### src/rtl/rv_instr_encoder.sv
// rv_instr_encoder: turns a mnemonic ID plus register/immediate fields into an
// RV32I instruction word. Two-stage elastic pipeline: S1 captures the request,
// decodes the op and range-checks the immediate; S2 assembles the 32-bit word
// and acts as the output register. Illegal requests emit a NOP with out_err set.
module rv_instr_encoder #(
  parameter int CNT_W = 16
) (
  input  logic             clk,
  input  logic             rst,
  input  logic             in_valid,
  output logic             in_ready,
  input  logic [5:0]       in_op,
  input  logic [4:0]       in_rd,
  input  logic [4:0]       in_rs1,
  input  logic [4:0]       in_rs2,
  input  logic [31:0]      in_imm,
  output logic             out_valid,
  input  logic             out_ready,
  output logic [31:0]      out_instr,
  output logic             out_err,
  output logic [CNT_W-1:0] out_count
);

  // Instruction format classes carried from S1 to S2
  localparam logic [2:0] FMT_R   = 3'd0;
  localparam logic [2:0] FMT_I   = 3'd1;
  localparam logic [2:0] FMT_SH  = 3'd2;
  localparam logic [2:0] FMT_S   = 3'd3;
  localparam logic [2:0] FMT_B   = 3'd4;
  localparam logic [2:0] FMT_U   = 3'd5;
  localparam logic [2:0] FMT_J   = 3'd6;
  localparam logic [2:0] FMT_BAD = 3'd7;

  localparam logic [31:0] NOP_WORD = 32'h0000_0013;

  // Pipeline control
  logic s1_valid;
  logic s2_valid;
  logic s1_adv;
  logic s2_adv;

  // S1 captured state (imm above bit 20 is never placed in a word)
  logic [2:0]  s1_fmt;
  logic [6:0]  s1_opc;
  logic [2:0]  s1_f3;
  logic        s1_b30;
  logic        s1_err;
  logic [4:0]  s1_rd;
  logic [4:0]  s1_rs1;
  logic [4:0]  s1_rs2;
  logic [20:0] s1_imm;

  // Decode results from the incoming request
  logic [2:0] dec_fmt;
  logic [6:0] dec_opc;
  logic [2:0] dec_f3;
  logic       dec_b30;
  logic       dec_err;

  // Immediate range predicates
  logic fits_12;
  logic fits_sh;
  logic fits_b;
  logic fits_j;
  logic fits_u;

  logic [31:0] asm_word;

  assign s2_adv    = !s2_valid || out_ready;
  assign s1_adv    = !s1_valid || s2_adv;
  assign in_ready  = s1_adv;
  assign out_valid = s2_valid;

  // Upper bits must be a pure sign extension of the field's top bit
  assign fits_12 = (&in_imm[31:11]) || !(|in_imm[31:11]);
  assign fits_sh = !(|in_imm[31:5]);
  assign fits_b  = ((&in_imm[31:12]) || !(|in_imm[31:12])) && !in_imm[0];
  assign fits_j  = ((&in_imm[31:20]) || !(|in_imm[31:20])) && !in_imm[0];
  assign fits_u  = !(|in_imm[31:20]);

  // Map the mnemonic ID onto format, major opcode and funct bits
  always_comb begin
    dec_fmt = FMT_BAD;
    dec_opc = 7'b0000000;
    if (in_op <= 6'd9) begin
      dec_fmt = FMT_R;
      dec_opc = 7'b0110011;
    end else if (in_op <= 6'd18) begin
      dec_fmt = (in_op == 6'd11 || in_op == 6'd15 || in_op == 6'd16) ? FMT_SH : FMT_I;
      dec_opc = 7'b0010011;
    end else if (in_op <= 6'd23) begin
      dec_fmt = FMT_I;
      dec_opc = 7'b0000011;
    end else if (in_op <= 6'd26) begin
      dec_fmt = FMT_S;
      dec_opc = 7'b0100011;
    end else if (in_op <= 6'd32) begin
      dec_fmt = FMT_B;
      dec_opc = 7'b1100011;
    end else if (in_op == 6'd33) begin
      dec_fmt = FMT_U;
      dec_opc = 7'b0110111;
    end else if (in_op == 6'd34) begin
      dec_fmt = FMT_U;
      dec_opc = 7'b0010111;
    end else if (in_op == 6'd35) begin
      dec_fmt = FMT_J;
      dec_opc = 7'b1101111;
    end else if (in_op == 6'd36) begin
      dec_fmt = FMT_I;
      dec_opc = 7'b1100111;
    end
  end

  // funct3 per mnemonic; SUB, SRA and SRAI additionally set bit 30
  always_comb begin
    dec_f3 = 3'd0;
    case (in_op)
      6'd2, 6'd11, 6'd20, 6'd25, 6'd28:              dec_f3 = 3'd1;
      6'd3, 6'd12, 6'd21, 6'd26:                     dec_f3 = 3'd2;
      6'd4, 6'd13:                                   dec_f3 = 3'd3;
      6'd5, 6'd14, 6'd22, 6'd29:                     dec_f3 = 3'd4;
      6'd6, 6'd7, 6'd15, 6'd16, 6'd23, 6'd30:        dec_f3 = 3'd5;
      6'd8, 6'd17, 6'd31:                            dec_f3 = 3'd6;
      6'd9, 6'd18, 6'd32:                            dec_f3 = 3'd7;
      default:                                       dec_f3 = 3'd0;
    endcase
    dec_b30 = (in_op == 6'd1) || (in_op == 6'd7) || (in_op == 6'd16);
  end

  // Range check selected by format; unknown IDs are always errors
  always_comb begin
    dec_err = 1'b0;
    case (dec_fmt)
      FMT_R:        dec_err = 1'b0;
      FMT_I, FMT_S: dec_err = !fits_12;
      FMT_SH:       dec_err = !fits_sh;
      FMT_B:        dec_err = !fits_b;
      FMT_U:        dec_err = !fits_u;
      FMT_J:        dec_err = !fits_j;
      default:      dec_err = 1'b1;
    endcase
  end

  // S1: capture the request together with its decode and error flag
  always_ff @(posedge clk) begin
    if (rst) begin
      s1_valid <= 1'b0;
    end else if (s1_adv) begin
      s1_valid <= in_valid;
      if (in_valid) begin
        s1_fmt <= dec_fmt;
        s1_opc <= dec_opc;
        s1_f3  <= dec_f3;
        s1_b30 <= dec_b30;
        s1_err <= dec_err;
        s1_rd  <= in_rd;
        s1_rs1 <= in_rs1;
        s1_rs2 <= in_rs2;
        s1_imm <= in_imm[20:0];
      end
    end
  end

  // Assemble the instruction word from the S1 fields
  always_comb begin
    asm_word = NOP_WORD;
    case (s1_fmt)
      FMT_R:  asm_word = {1'b0, s1_b30, 5'b00000, s1_rs2, s1_rs1, s1_f3, s1_rd, s1_opc};
      FMT_I:  asm_word = {s1_imm[11:0], s1_rs1, s1_f3, s1_rd, s1_opc};
      FMT_SH: asm_word = {1'b0, s1_b30, 5'b00000, s1_imm[4:0], s1_rs1, s1_f3, s1_rd, s1_opc};
      FMT_S:  asm_word = {s1_imm[11:5], s1_rs2, s1_rs1, s1_f3, s1_imm[4:0], s1_opc};
      FMT_B:  asm_word = {s1_imm[12], s1_imm[10:5], s1_rs2, s1_rs1, s1_f3,
                          s1_imm[4:1], s1_imm[11], s1_opc};
      FMT_U:  asm_word = {s1_imm[19:0], s1_rd, s1_opc};
      FMT_J:  asm_word = {s1_imm[20], s1_imm[10:1], s1_imm[11], s1_imm[19:12], s1_rd, s1_opc};
      default: asm_word = NOP_WORD;
    endcase
    if (s1_err) begin
      asm_word = NOP_WORD;
    end
  end

  // S2: output register, held while the consumer stalls
  always_ff @(posedge clk) begin
    if (rst) begin
      s2_valid  <= 1'b0;
      out_instr <= 32'h0000_0000;
      out_err   <= 1'b0;
    end else if (s2_adv) begin
      s2_valid <= s1_valid;
      if (s1_valid) begin
        out_instr <= asm_word;
        out_err   <= s1_err;
      end
    end
  end

  // Count completed output transfers, wrapping naturally
  always_ff @(posedge clk) begin
    if (rst) begin
      out_count <= '0;
    end else if (s2_valid && out_ready) begin
      out_count <= out_count + 1'b1;
    end
  end

endmodule

### config.mk
export PLATFORM = sky130hd
export DESIGN_NAME = rv_instr_encoder
export DESIGN_NICKNAME = d
export VERILOG_FILES = /design/src/rtl/rv_instr_encoder.sv
export SDC_FILE = /design/constraint.sdc
export NUM_CORES = 1
export LEC_CHECK = 0
export CORE_UTILIZATION = 51
export DETAILED_ROUTE_END_ITERATION = 16
export HOLD_SLACK_MARGIN = 0.12
export PLACE_DENSITY = 0.8
export SYNTH_ARGS = -nofsm -noshare
export SYNTH_HDL_FRONTEND = slang
export SYNTH_SLANG_ARGS = --single-unit
### constraint.sdc
create_clock -name clk -period 4 [get_ports clk]
set_clock_uncertainty 0.15 [all_clocks]
set_input_delay 1.2 -clock clk [delete_from_list [all_inputs] [get_ports clk]]
set_output_delay 1.2 -clock clk [all_outputs]
set_load 0.01 [all_outputs]
==> impl_results.md <==
* Site Rows at 35
* Die Span X at 100 µm
* Syn Nets at 564
* Global-route wire length before repair at 18.9 mm
* DR vias at 4196
* Setup crit start: out_ready
* WL final at 11.8 mm
* FF-to-FF Start: s1_fmt[1]$_DFFE_PP_
* Buf/Inv on CP at 2
* Period utilisation layout at 94.7%
* Vias per cell at 5.78
* Switching power of the nets at 0.514 mW
* Overflow left after global routing at 0
* Fin Setup TNS at 0 ps
* Util after Layout at 68.4%
* Max_slew headroom at 22.6%
* Fmax achieved at 264 MHz
* Worst min-delay path category: reg2reg
* Synth Area in Simple Gates at 16.0%
* Gpl congestion at 0.864
* DRT Pass-1 Iters at 6
* Synth-to-layout area growth at 29.5%
* Antenna violation net count after detailed routing at 0
* Layout cell share with drive strength beyond 1 at 8.04%
* Ys async rst share at 0%
* Clock Tree Root: clkbuf_8
* Sequential fraction of the synthesis area at 51.0%
* Biggest area consumer among synthesized cells: edfxtp_1
* Nets at 658
* Period minus WS final at 3790 ps
* Adder-Cell Fraction of Synth Area at 2.30%
* Non-Filler Instances at 726
* CTS tree: yes
* Total GRT Usage at 24.3%
* Max_cap viols at 0
* Leak at 2.27 nW
* Final setup violation count at 0
* Clock sinks at 100
* Synth warn at 0
* Core ar. at 0.00928 mm²
* CP max FO at 4
* Arrival time at the worst endpoint at 2440 ps
* Clock power share at 33.4%
* Hold path depth at 2
* Tot Pwr at 2.16 mW
* Cts-stage hold buffer count at 0
* CTS Buf Count at 9
* Internal power at 1.64 mW
* Diode count at 0
* Compound-gate portion of the synthesized area at 20.8%
* Synthesized instance count at 498
* Iteration-0 DRC Markers at 272
* Flop pwr share at 52.7%
* Drt wl/cell at 16.2 µm
* Largest net degree at the start of global routing at 51
* CP Capture Type: primary output
* Avg Inst Size Synth at 9.85 µm²
* Synth Flop Type: edfxtp_1
* Required time of the critical path at 2650 ps
* Die Area at 0.0100 mm²
* Clk_lat worst skew at 370 ps
* Crit path depth at 4
* Final Hold Viols at 0
* Mapped cell area at 0.00490 mm²
* Critical Path Start Type: primary input
* Initial core utilization at 52.8%
* Synth Register Bits at 100
* Post-synth EDFFs at 50
* Vias in the first global route at 3937
* Cell total after placement at 710
* Clock Path Buffers at 2
* Post-CTS sizing at 0
* IR drop worst, VDD at 0.000175 V
* Critical-path cell list: clkdlybuf4s50_1 -> nor2b_1 -> nand2_1 -> clkdlybuf4s50_1
* Largest stage delay, worst path at 480 ps
* Mux share of post-synthesis cell area at 2.68%
* XOR/XNOR share of the synthesized area at 2.50%
* Final slew viol count at 0
* Fin Hold WS at 307 ps
* Crit-path most repeated cell: clkdlybuf4s50_1
* Combinational power share at 13.8%
* CP top delay family: buffers and inverters
* Initial antenna violation count at 0
* FF-to-FF setup slack at 1470 ps
* Critical path type: in2out
* RSZ-0062 raised after global routing: false
* Post-CTS setup buffers at 0
* H-tree lvl count at 3
* CP max-delay cell: clkdlybuf4s50_1
* Die height at 100 µm
* FF-to-FF path depth at 7
* Synth unique cells at 53
* Post-synth top area share at 30.6%
* Port buffer count at 107
* HP Start: out_instr[23]$_SDFFE_PP0P_
* Worst-margin pin slew at 1160 ps
* Num ports at 108
* CTS clock-pin slew for the worst setup and hold paths at 100 ps
* DPL Wire Length at 8.67 mm
* Switching share of power at 23.8%
* Ranking of synthesized cells by area: edfxtp_1 (31%), dfxtp_1 (20%), a22o_1 (4.1%), a22oi_1 (4.0%), nor2_1 (3.9%)
* Result of the run: finished, final reports clean
* DRC at 0
* Largest family of logic cells by synthesized area: compound AO/OA/AOI/OAI gates
* Pwr dens at 340 mW/mm²
## worst register-to-register path, cell delays in order (launching register included)
cell      delay [ps]
edfxtp_1         390
buf_4            250
nor2b_1          930
a22o_1           290
a22oi_1           60
o21ai_0          160
a22oi_1          120
nor2_1           110
## cell usage after synthesis, types with 4 or more instances
master    count
dfxtp_1      50
edfxtp_1     50
xor2_1       12
nand3_1      14
clkbuf_1     35
nor4_1        6
nor2_1       51
nand2_1      36
ha_1          9
o211ai_1      9
nor3_1        4
a22o_1       23
o21ai_0      20
a21oi_1      32
mux2_2        5
nand4_1      11
and3_1        7
inv_1        16
a211oi_1      9
nand2b_1     10
nor2b_1      13
a22oi_1      26
## sequential cells by signal (all words and copies together), names as in the netlist
register	flops
out_valid	1
out_count	16
s1_rs2	5
s1_imm	21
s1_f3	3
s1_rs1	5
s1_opc	6
out_err	1
s1_b30	1
s1_err	1
out_instr	31
s1_fmt	3
s1_rd	5
s1_valid	1
## cell families after synthesis
family	after synthesis
AO/OA/AOI/OAI	145
XOR/XNOR	14
adder cells (fa/ha/maj)	9
buffers and inverters	58
flip-flops	100
multiplexers	10
AND/OR/NAND/NOR	162
## per-layer routing
layer	share of wire [%]	vias up	track usage, %
li1	-	2020	-
met1	44	1963	31.4
met5	0	-	0
met2	48	189	41.1
met4	2.4	0	10.3
met3	6.1	24	3.27
## metrics by stage
step	setup slack [ps]	area (µm²)
after floorplan	438	4900
after global placement	220	6110
after detailed placement	19.6	6110
after CTS	212	6350
after global routing	84.6	6350
final	211	6350
## power by group through the flow
stage | registers (mW) | clock network, mW | logic (mW)
6_report | 1.14 | 0.722 | 0.299
4_1_cts | 1.14 | 0.729 | 0.297
3_5_place_dp | 1.16 | 0 | 0.296
5_1_grt | 1.14 | 0.771 | 0.325
3_3_place_gp | 1.16 | 0 | 0.287
2_1_floorplan | 1.16 | 0 | 0.161
## layout make-up
| cell class | count | area [µm²] |
|---|---|---|
| Clock buffer | 13 | 190 |
| Clock inverter | 3 | 47.5 |
| Fill cell | 731 | 2930 |
| Inverter | 16 | 60.1 |
| Multi-Input combinational cell | 340 | 2190 |
| Sequential cell | 100 | 2500 |
| Tap cell | 129 | 161 |
| Timing Repair Buffer | 125 | 1200 |
## final timing paths
path / to
setup reg to reg: out_instr[20]$_SDFFE_PP0P_
hold / removal: out_instr[23]$_SDFFE_PP0P_
setup / recovery: in_ready
hold reg to reg: out_instr[23]$_SDFFE_PP0P_
## placed cells by master, fill, tap and decap left out, drive strengths merged, types with 3 or more instances in the layout
cell type	synthesis	final
nand2	36	36
and3	7	7
nor2b	13	13
clkdlybuf4s50	0	106
a211oi	9	9
nand3	14	14
dfxtp	50	50
mux2	5	5
mux2i	3	3
o211ai	9	9
a22oi	26	26
xor2	12	12
buf	7	19
edfxtp	50	50
nor4	6	6
a22o	23	23
o21ai	21	21
a21oi	32	32
inv	16	17
nor3	4	4
nand2b	10	10
clkbuf	35	13
nor2	51	51
ha	9	9
nand4	11	11
a221oi	3	3
(Power assumes the default switching activity.)
